### src/rtl/fetch_stage.sv
// IF stage of the 16-bit pipelined CPU: owns the PC, drives instruction-memory
// address and captures fetched instructions into the IF/ID pipeline register.
module fetch_stage #(
  parameter logic [15:0] RESET_PC    = 16'h0000,
  parameter int unsigned BOOT_CYCLES = 2,
  parameter logic [15:0] NOP_INSTR   = 16'h0800
) (
  input  logic        CLK,
  input  logic        RST,
  input  logic        stall_i,
  input  logic        flush_i,
  input  logic        branch_taken_i,
  input  logic [15:0] branch_target_i,
  input  logic [15:0] instruction_i,
  output logic [15:0] pc_o,
  output logic [15:0] if_id_instr_o,
  output logic [15:0] if_id_pc_o,
  output logic        if_id_valid_o,
  output logic        booting_o
);

  typedef enum logic {BOOT, RUN} state_e;

  localparam int unsigned CNT_W = (BOOT_CYCLES > 1) ? $clog2(BOOT_CYCLES) : 1;
  localparam logic [CNT_W-1:0] BOOT_LAST =
    CNT_W'((BOOT_CYCLES == 0) ? 0 : BOOT_CYCLES - 1);

  state_e           state_q, state_d;
  logic [CNT_W-1:0] cnt_q, cnt_d;
  logic [15:0]      pc_q, pc_d;
  logic [15:0]      instr_q, instr_d;
  logic [15:0]      ifpc_q, ifpc_d;
  logic             valid_q, valid_d;
  logic [15:0]      pc_inc;
  logic             boot_done;

  assign pc_inc    = pc_q + 16'd1;
  assign boot_done = (BOOT_CYCLES == 0) || (cnt_q == BOOT_LAST);

  always_ff @(posedge CLK or negedge RST) begin
    if (!RST) begin
      state_q <= BOOT;
      cnt_q   <= '0;
    end else begin
      state_q <= state_d;
      cnt_q   <= cnt_d;
    end
  end

  always_comb begin
    state_d = state_q;
    cnt_d   = cnt_q;
    if (state_q == BOOT) begin
      if (boot_done) begin
        state_d = RUN;
      end else begin
        cnt_d = cnt_q + 1'b1;
      end
    end
  end

  always_comb begin
    booting_o = (state_q == BOOT);
  end

  // Branch outranks stall so a wrong-path instruction never reaches decode.
  always_comb begin
    pc_d    = pc_q;
    instr_d = instr_q;
    ifpc_d  = ifpc_q;
    valid_d = valid_q;
    if (state_q == BOOT) begin
      instr_d = NOP_INSTR;
      ifpc_d  = 16'h0000;
      valid_d = 1'b0;
    end else if (branch_taken_i) begin
      pc_d    = branch_target_i;
      instr_d = NOP_INSTR;
      ifpc_d  = 16'h0000;
      valid_d = 1'b0;
    end else if (stall_i) begin
      if (flush_i) begin
        instr_d = NOP_INSTR;
        ifpc_d  = 16'h0000;
        valid_d = 1'b0;
      end
    end else if (flush_i) begin
      pc_d    = pc_inc;
      instr_d = NOP_INSTR;
      ifpc_d  = 16'h0000;
      valid_d = 1'b0;
    end else begin
      pc_d    = pc_inc;
      instr_d = instruction_i;
      ifpc_d  = pc_inc;
      valid_d = 1'b1;
    end
  end

  always_ff @(posedge CLK or negedge RST) begin
    if (!RST) begin
      pc_q    <= RESET_PC;
      instr_q <= NOP_INSTR;
      ifpc_q  <= 16'h0000;
      valid_q <= 1'b0;
    end else begin
      pc_q    <= pc_d;
      instr_q <= instr_d;
      ifpc_q  <= ifpc_d;
      valid_q <= valid_d;
    end
  end

  assign pc_o          = pc_q;
  assign if_id_instr_o = instr_q;
  assign if_id_pc_o    = ifpc_q;
  assign if_id_valid_o = valid_q;

endmodule

### config.mk
export PLATFORM = sky130hd
export DESIGN_NAME = fetch_stage
export DESIGN_NICKNAME = d
export VERILOG_FILES = /design/src/rtl/fetch_stage.sv
export SDC_FILE = /design/constraint.sdc
export NUM_CORES = 1
export LEC_CHECK = 0
export ABC_CLOCK_PERIOD_IN_PS = 2500
export CAP_MARGIN = 20
export CORE_UTILIZATION = 47
export CTS_BUF_LIST = sky130_fd_sc_hd__clkbuf_8
export CTS_CLUSTER_DIAMETER = 150
export DETAILED_ROUTE_END_ITERATION = 8
export PLACE_DENSITY = 0.92
export SYNTH_ARGS = -nofsm -noshare
export SYNTH_HDL_FRONTEND = slang
export SYNTH_SLANG_ARGS = --single-unit
### constraint.sdc
create_clock -name CLK -period 2.5 [get_ports CLK]
set_input_delay 0.375 -clock CLK [delete_from_list [all_inputs] [get_ports CLK]]
set_output_delay 0.375 -clock CLK [all_outputs]
set_load 0.1 [all_outputs]
Yosys cells after proc, flatten, opt, wreduce, memory -nomap -nowiden
Index checks and enable logic that the tools add are counted.
{"block": "op_classes", "bitwise_logic": 1, "n_addsub": 2, "n_reduce_logical": 1, "muxes": 20, "n_eq_ne": 2}
{"op": "$mux W16", "count": 12}
{"op": "$add A16 B1 Y16 const B", "count": 1}
{"op": "$mux W1", "count": 8}
{"op": "$ne A4 B4 Y1 const B", "count": 1}
{"op": "$ne A2 B1 Y1 const B", "count": 1}
{"op": "$reduce_and A2 Y1", "count": 1}
{"op": "$add A1 B1 Y1 const B", "count": 1}
{"op": "$not A1 Y1", "count": 1}
{"block": "word_totals", "word_cells": 32, "in_bits": 37, "output_inout_bits": 50, "regBits": 51}

Logic depth before layout (Yosys ltp)
{"block": "depth", "depth_word": 5, "depth_mapped": 7, "depth_no_buf": 6}

Worst setup path after synthesis
No wires, ideal clock.
{"block": "synth_timing", "kind": "reg2reg", "from": "register pc_q[0], in the netlist pc_o[0]", "to": "register ifpc_q[12], in the netlist if_id_pc_o[12]", "path_buffers": 0, "required_ps": 2368, "setup_slack_ps": -79, "stages_incl_launch_ff": 7, "setup_time_ps": 132, "synth_period_minus_slack_ps": 2579, "arrival_time_ps": 2447, "cell_sequence": "dfrtp_1 -> ha_1 -> nand3_1 -> or4_4 -> xnor2_1 -> mux2i_1 -> nor2_1"}
{"block": "synth_via", "elab_chain_cells": 5}
{"item": "start: declaration", "line_no": "30", "rtl": "logic [15:0] pc_q, pc_d;"}
{"item": "start signal: assignment", "line_no": "107", "rtl": "pc_q <= pc_d;"}
{"item": "$add A16 B1 Y16", "line_no": "37", "rtl": "assign pc_inc = pc_q + 16'd1;"}
{"item": "$mux W16", "line_no": "87", "rtl": "end else if (flush_i) begin"}
{"item": "$mux W16", "line_no": "81", "rtl": "end else if (stall_i) begin"}
{"item": "$mux W16", "line_no": "76", "rtl": "end else if (branch_taken_i) begin"}
{"item": "$mux W16", "line_no": "72", "rtl": "if (state_q == BOOT) begin"}
{"item": "end signal: assignment", "line_no": "109", "rtl": "ifpc_q <= ifpc_d;"}
{"item": "end: declaration", "line_no": "32", "rtl": "logic [15:0] ifpc_q, ifpc_d;"}
Every way passes these cells.
A chain may end at the register's enable or synchronous reset.

Final worst setup path
Ends and elaborated chain as after synthesis.

==> flow_summary_export.csv <==
group,metric,value,unit
run,maxCapViolations,0,
yosys,synth.cell_area,2521,sq um
critical_path,worstPathMaxFanout,9,
clock_tree,cts_buffer_depth,2,
yosys,netlist_instances,269,
global_routing,grt_max_degree,30,
yosys,synth_top_family_by_area,"simple AND/OR/NAND/NOR gates",
yosys,synthMuxAreaShare,9.181,%
clock_tree,holdBufCountCts,0,
placed_design,portBuffers,86,
clock_tree,cts.sink_count,51,
detailed_routing,drt_pre_antenna_iters,4,
yosys,yosysTopAreaCellShare,49.63,%
yosys,synth_edf_count,0,
detailed_routing,viasPerCell,5.318,
yosys,yosysUniqueCellTypes,36,
sta,finalSetupViolations,0,
finish,finalNonFillerCells,424,
sta,period_minus_slack,2005,ps
global_routing,grt_pass1_vias,2091,
yosys,ys_top_cells_by_area,"dfrtp_1 (50%), mux2i_1 (8.7%), nor2_1 (6.7%), a21oi_1 (5.2%), xnor2_1 (3.5%)",
yosys,synthSimpleGateAreaFrac,17.07,%
critical_path,crit_family,"simple AND/OR/NAND/NOR gates",
yosys,synth_top_area_cell,"dfrtp_1",
placed_design,place_ws,542.1,ps
critical_path,cp-end-kind,"flop",
critical_path,slowest_stage,"or4_4",
sta,grt_setup_unrepaired,"false",
detailed_routing,wl_per_cell,14.38,um
critical_path,critPathBufInv,0,
sta,tightestPinTransition,505.1,ps
floorplanning,rows,26,
finish,num-fill-cells,436,
clock_tree,cts_setup_buffers,0,
yosys,synth_fa_ha_area_share,0.4963,%
sta,finalHoldViolations,0,
finish,final_core_util,67.14,%
sta,slew_headroom,66.01,%
sta,fin_crit_sh,80.19,%
placed_design,gp_congestion,0.8569,
critical_path,critPathArrivalTime,2200,ps
critical_path,worstPathCellList,"ha_1 -> nand3_1 -> or4_4 -> xnor2_1 -> mux2i_1 -> nor2_1",
worst_hold_path,hold_class,"in -> async",
global_routing,grt_usage,23.26,%
global_routing,antenna_found_initial,0,
finish,layout.nets,391,
sta,max_freq,0.4988,GHz
clock_tree,ctsHtreeMaxLevel,2,
power,peakVddDrop,0.5005,mV
critical_path,required,2700,ps
finish,syn2layout_area_growth,36.87,%
floorplanning,design.die.area,5661,sq um
sta,skew,7.506,ps
yosys,yosys_warnings,0,
clock_tree,cts_tree,"yes",
global_routing,grt_pass1_wl,9804,um
floorplanning,start_util,49.05,%
detailed_routing,dr_total_vias,2255,
placed_design,place_inst,416,
yosys,yosysMostFrequentCell,"dfrtp_1",
floorplanning,die_x,75.24,um
floorplanning,die_h,75.24,um
clock_tree,insertion_delay,300,ps
run_status,status,"finished clean",
yosys,synth_nets,307,
sta,fin_ws,495.3,ps
floorplanning,core_area,5140,sq um
power,power_density,689.3,nW/um^2
clock_tree,post_cts_resized,0,
placed_design,dp_hpwl,4482,um
yosys,synth_xor_area_share,4.864,%
yosys,ys_top_cells_by_count,"dfrtp_1 (50), nor2_1 (45), a21oi_1 (26)",
yosys,synth_seq_cells,51,
detailed_routing,dr.first_iter.drc_count,123,
sta,finalSetupTns,0,ps
global_routing,grt-ovfl-total,0,
sta,finalMaxSlewViolations,0,
finish,diodes,0,
yosys,ys_seq_area_share,50.67,%
critical_path,critical_path_class,"reg -> reg",
clock_tree,clk_pin_slew_worst_paths,100,ps
clock_tree,cts_root_buffer,"clkbuf_8",
critical_path,slowest_delay,560,ps
clock_tree,cts_buffers,5,
yosys,synthArstFlopShare,100.0,%
detailed_routing,detail-route-antenna-nets,0,
yosys,synth-main-ff-cell,"dfrtp_1",
yosys,synth_compound_area_share,13.55,%
detailed_routing,drc,0,
yosys,synth_area_per_cell,9.372,sq um
finish,drive_gt1_share,23.16,%
detailed_routing,wirelength,6097,um
floorplanning,ios,87,
power,p_leak,0.001607,uW
critical_path,cp-start-kind,"flop",
[layer usage]
layer	global-route usage, %	vias up	wire [um]
li1	-	1095	-
met1	30.24	1074	2651
met2	39.14	78	3004
met3	5.622	8	356
met4	6.173	0	86
met5	0	-	0
[cell usage in the layout, fill, tap and decap left out]
cell             instances
buf_4                   59
dfrtp_1                 48
nor2_1                  45
clkdlybuf4s50_1         34
a21oi_1                 26
mux2i_1                 22
nand2_1                 21
o21ai_0                 16
xnor2_1                 10
nand3_1                  9
inv_1                    7
o22ai_1                  6
clkbuf_8                 6
nor3_1                   4
xor2_1                   4
or4_4                    3
a211oi_1                 3
a31oi_1                  3
and3_1                   2
a22oi_1                  2
nor4_1                   2
o21a_1                   2
buf_2                    2
dfrtp_2                  2
or2_2                    1
nand4_2                  1
nand3_2                  1
and3_2                   1
and4_2                   1
clkinv_1                 1
o21ai_1                  1
nand4_1                  1
nand2b_1                 1
mux2_2                   1
a21oi_2                  1
o22a_1                   1
ha_1                     1
inv_6                    1
bufinv_16                1
dfstp_2                  1
[worst paths after layout]
kind | to | startpoint | depth (start not counted) | slack (ps)
setup / recovery | if_id_pc_o[12] | pc_o[0] | 6 | 500
hold / removal | if_id_pc_o[5] | RST | 1 | 30
setup reg to reg | if_id_pc_o[12] | pc_o[0] | 6 | 500
hold reg to reg | state_q | boot_done | 1 | 460
max in group asynchronous | pc_o[0] | RST | 2 | 1680
min in group CLK | state_q | boot_done | 1 | 460
[report_power, final]
group	leakage, uW	switching, uW	internal, uW
clock network	0.0000618	277	329
registers	0.000650	83.1	881
logic	0.000896	592	216
[state kept, by name (all words and copies together), names as in the netlist]
| register | flops |
|---|---|
| if_id_instr_o | 16 |
| if_id_pc_o | 16 |
| pc_o | 16 |
| boot_done | 1 |
| if_id_valid_o | 1 |
| state_q | 1 |
[kinds of logic after synthesis]
group,Yosys count
multiplexers,23
adder cells (fa/ha/maj),1
flip-flops,51
XOR/XNOR,14
AO/OA/AOI/OAI,61
buffers and inverters,26
AND/OR/NAND/NOR,93
[worst reg2reg max path, delay by kind of cell (launching register included)]
kind / cells / cell delay (ps)
DFF: 1 / 460
xor gates and xnor gates: 1 / 150
and+or+nand+nor: 3 / 860
adders and majority gates: 1 / 260
muxes: 1 / 180
[area by class of cell]
| type | count | area [sq um] | area share [%] |
|---|---|---|---|
| timing repair buffer | 95 | 793.3 | 22.99 |
| tap | 70 | 87.58 | 2.538 |
| multi-input combinational | 192 | 1139 | 32.99 |
| clock inverter | 2 | 38.79 | 1.124 |
| sequential | 51 | 1280 | 37.09 |
| inverter | 8 | 30.03 | 0.8702 |
| clock buffer | 6 | 82.58 | 2.393 |
[stage by stage]
| step | hold WS, ps | cell area [sq um] | power, uW |
|---|---|---|---|
| 3_3_place_gp | 372.2 | 3329 | 1776 |
| 4_1_cts | 42.10 | 3451 | 2392 |
| 5_1_grt | 48.36 | 3451 | 2477 |
| 3_5_place_dp | 378.9 | 3329 | 1788 |
| 6_report | 25.72 | 3451 | 2379 |
| 2_1_floorplan | 79.41 | 2524 | 1560 |
(Power assumes the default switching activity.)
==> variant, RTL diff (config.mk and constraints unchanged) <==
Register the input `branch_target_i` before use. The logic sees it one clock later. The other inputs are not delayed to match.
--- a/src/rtl/fetch_stage.sv
+++ b/src/rtl/fetch_stage.sv
@@ -24,6 +24,12 @@
   localparam int unsigned CNT_W = (BOOT_CYCLES > 1) ? $clog2(BOOT_CYCLES) : 1;
   localparam logic [CNT_W-1:0] BOOT_LAST =
     CNT_W'((BOOT_CYCLES == 0) ? 0 : BOOT_CYCLES - 1);
+
+  logic [15:0] branch_target_q;
+
+  always_ff @(posedge CLK) begin
+    branch_target_q <= branch_target_i;
+  end
 
   state_e           state_q, state_d;
   logic [CNT_W-1:0] cnt_q, cnt_d;
@@ -74,7 +80,7 @@
       ifpc_d  = 16'h0000;
       valid_d = 1'b0;
     end else if (branch_taken_i) begin
-      pc_d    = branch_target_i;
+      pc_d    = branch_target_q;
       instr_d = NOP_INSTR;
       ifpc_d  = 16'h0000;
       valid_d = 1'b0;
Check against the original RTL: not equivalent (a bounded check fails within 4 cycles, from zero or initial values and one cycle with RST low).
==> variant against the original RTL <==
  * Non-clock buffer count shrank 1
  * Clock power rose by 50%
  * Largest cell class unchanged
  * Power grew 25%
  * Routed wire length grew 23%
  * Synthesized area is 20% higher
  * Clock skew about the same
  * Sequential cell count is 16 higher
  * Setup slack better by 130 ps
  * Final area is 17% higher
  * Critical path depth is 1 lower
==> variant: results <==
group,metric,value,unit
status,status,"finished, final reports clean",
worst_setup_path,timing.reg2reg.setup_slack,630,ps
synth,share_of_the_synthesized_netlist_area_taken_by_xor_and_xnor_gates,0.0290,
cts,cts-htree-levels,3,
global_route,grt_max_degree,30,
worst_setup_path,crit-reg2reg-capture,"pc_o[10]",
placed_design,post-dp-hpwl,5390,um
global_route,grt_pass1_vias,2367,
synth,synthAdderAreaFrac,0.00414,
worst_setup_path,reg2regPathDepth,5,
synth,synth_seq_area_share,0.528,
synth,syn-mean-instance-area,10.3,um2
sta,skew,7.92,ps
synth,synth_enable_flop_cells,0,
placed_design,numPortBuffers,86,
cts,clock_latency_on_the_worst_skew_pair,330,ps
global_route,gr-usage-all-layers,0.236,
power_and_ir_drop,internal_power,1.90,mW
cts,clock-root-buffer,"clkbuf_8",
routing,detail_route.vias_per_cell,5.59,
layout,final_layout_size_suffix_gt1_frac,0.230,
cts,clk_pin_slew,70,ps
power_and_ir_drop,power_leakage,1.87,nW
global_route,grt_first_pass_wirelength,11700,um
worst_setup_path,critPathArrivalTime,2080,ps
placed_design,finalWeightedCongestion,0.874,
placed_design,dpl.cell_count,441,
routing,detailedRoute.firstPassIterationCount,4,
synth,synth_cell_type_count,47,
synth,synth.cells.most_frequent,"50 x dfrtp_1, 38 x nor2_1, 24 x a21oi_1, 24 x mux2i_1",
synth,synth_compound_gate_area_share,0.129,
power_and_ir_drop,vdd_drop_max,0.507,mV
synth,synth_area_leaders,"dfrtp_1 41%, dfxtp_1 11%, mux2i_1 7.9%",
worst_setup_path,regToRegStartpoint,"pc_o[0]",
layout,final_nets,415,
sta,fin_hold_ws,59.8,ps
layout,fill_cells,467,
routing,detailedRoute.firstIterationViolations,199,
sta,max_slew_margin,0.568,
hold_path,holdCritPathClass,"input pin to asynchronous set/reset pin",
synth,postSynth.asyncResetShare,0.761,
sta,summed_negative_setup_slack_over_all_endpoints,0,ps
layout,layout.cells.non_filler,457,
synth,synth-warning-count,0,
cts,cts-buffers-inserted,9,
worst_setup_path,crit_fanout,10,
global_route,antenna_found_initial,0,
routing,wl_per_cell,16.5,um
synth,synth.mux.area_fraction,0.0794,
synth,mappedNetlistNets,331,
==> variant: per-layer routing <==
metal / share of wire / up-vias / global-route usage
li1: - / 1204 / -
met1: 0.42 / 1241 / 0.303
met2: 0.50 / 103 / 0.384
met3: 0.063 / 7 / 0.0538
met4: 0.013 / 0 / 0.0912
met5: 0 / - / 0
==> variant: worst max-delay path by stage <==
stage,start,end,slack (ps),cells past startpoint
global route,pc_o[0],pc_o[14],500,5
finish,pc_o[0],pc_o[10],630,5
detailed placement,branch_taken_i,pc_o[5],530,5
floorplan,pc_o[0],pc_o[12],140,5
CTS,pc_o[0],if_id_pc_o[14],630,5
global placement,branch_taken_i,pc_o[7],600,5
==> variant: cell families (layout without fill, tap and decap cells) <==
kind of cell / count (synthesis) / count (layout)
xor+xnor: 10 / 10
simple gates: 100 / 100
flops: 67 / 67
compound gates: 64 / 64
mux: 24 / 24
buf+inv: 27 / 116
fa+ha+maj: 1 / 1
==> variant: area by class of cell <==
type | instances | area [um2] | share of cell area
repair buffers | 94 | 786 | 0.195
well taps | 75 | 93.8 | 0.0233
clock inverters | 4 | 42.5 | 0.0106
multi-input cells | 199 | 1310 | 0.327
clock buffers | 12 | 165 | 0.0411
flip-flops and latches | 67 | 1600 | 0.397
inverters | 6 | 22.5 | 0.00560
==> variant: critical path, stage by stage, from the launching register on <==
cell	delay, ps
dfrtp_1	480
ha_1	320
nand3_4	200
o31ai_1	360
a21oi_1	120
a211o_1	270
==> variant: power by group through the flow <==
stage | clock network (mW) | logic, mW | registers, mW
6_report | 0.913 | 0.812 | 1.25
5_1_grt | 0.968 | 0.851 | 1.26
4_1_cts | 0.928 | 0.815 | 1.24
3_5_place_dp | 0 | 0.812 | 1.26
3_3_place_gp | 0 | 0.797 | 1.26
2_1_floorplan | 0 | 0.223 | 1.62
==> variant: through the flow <==
step                area (um2)  setup slack, ps
floorplan                 3020              144
finish                    4020              629
global placement          3810              603
CTS                       4020              632
detailed placement        3810              530
global route              4020              499
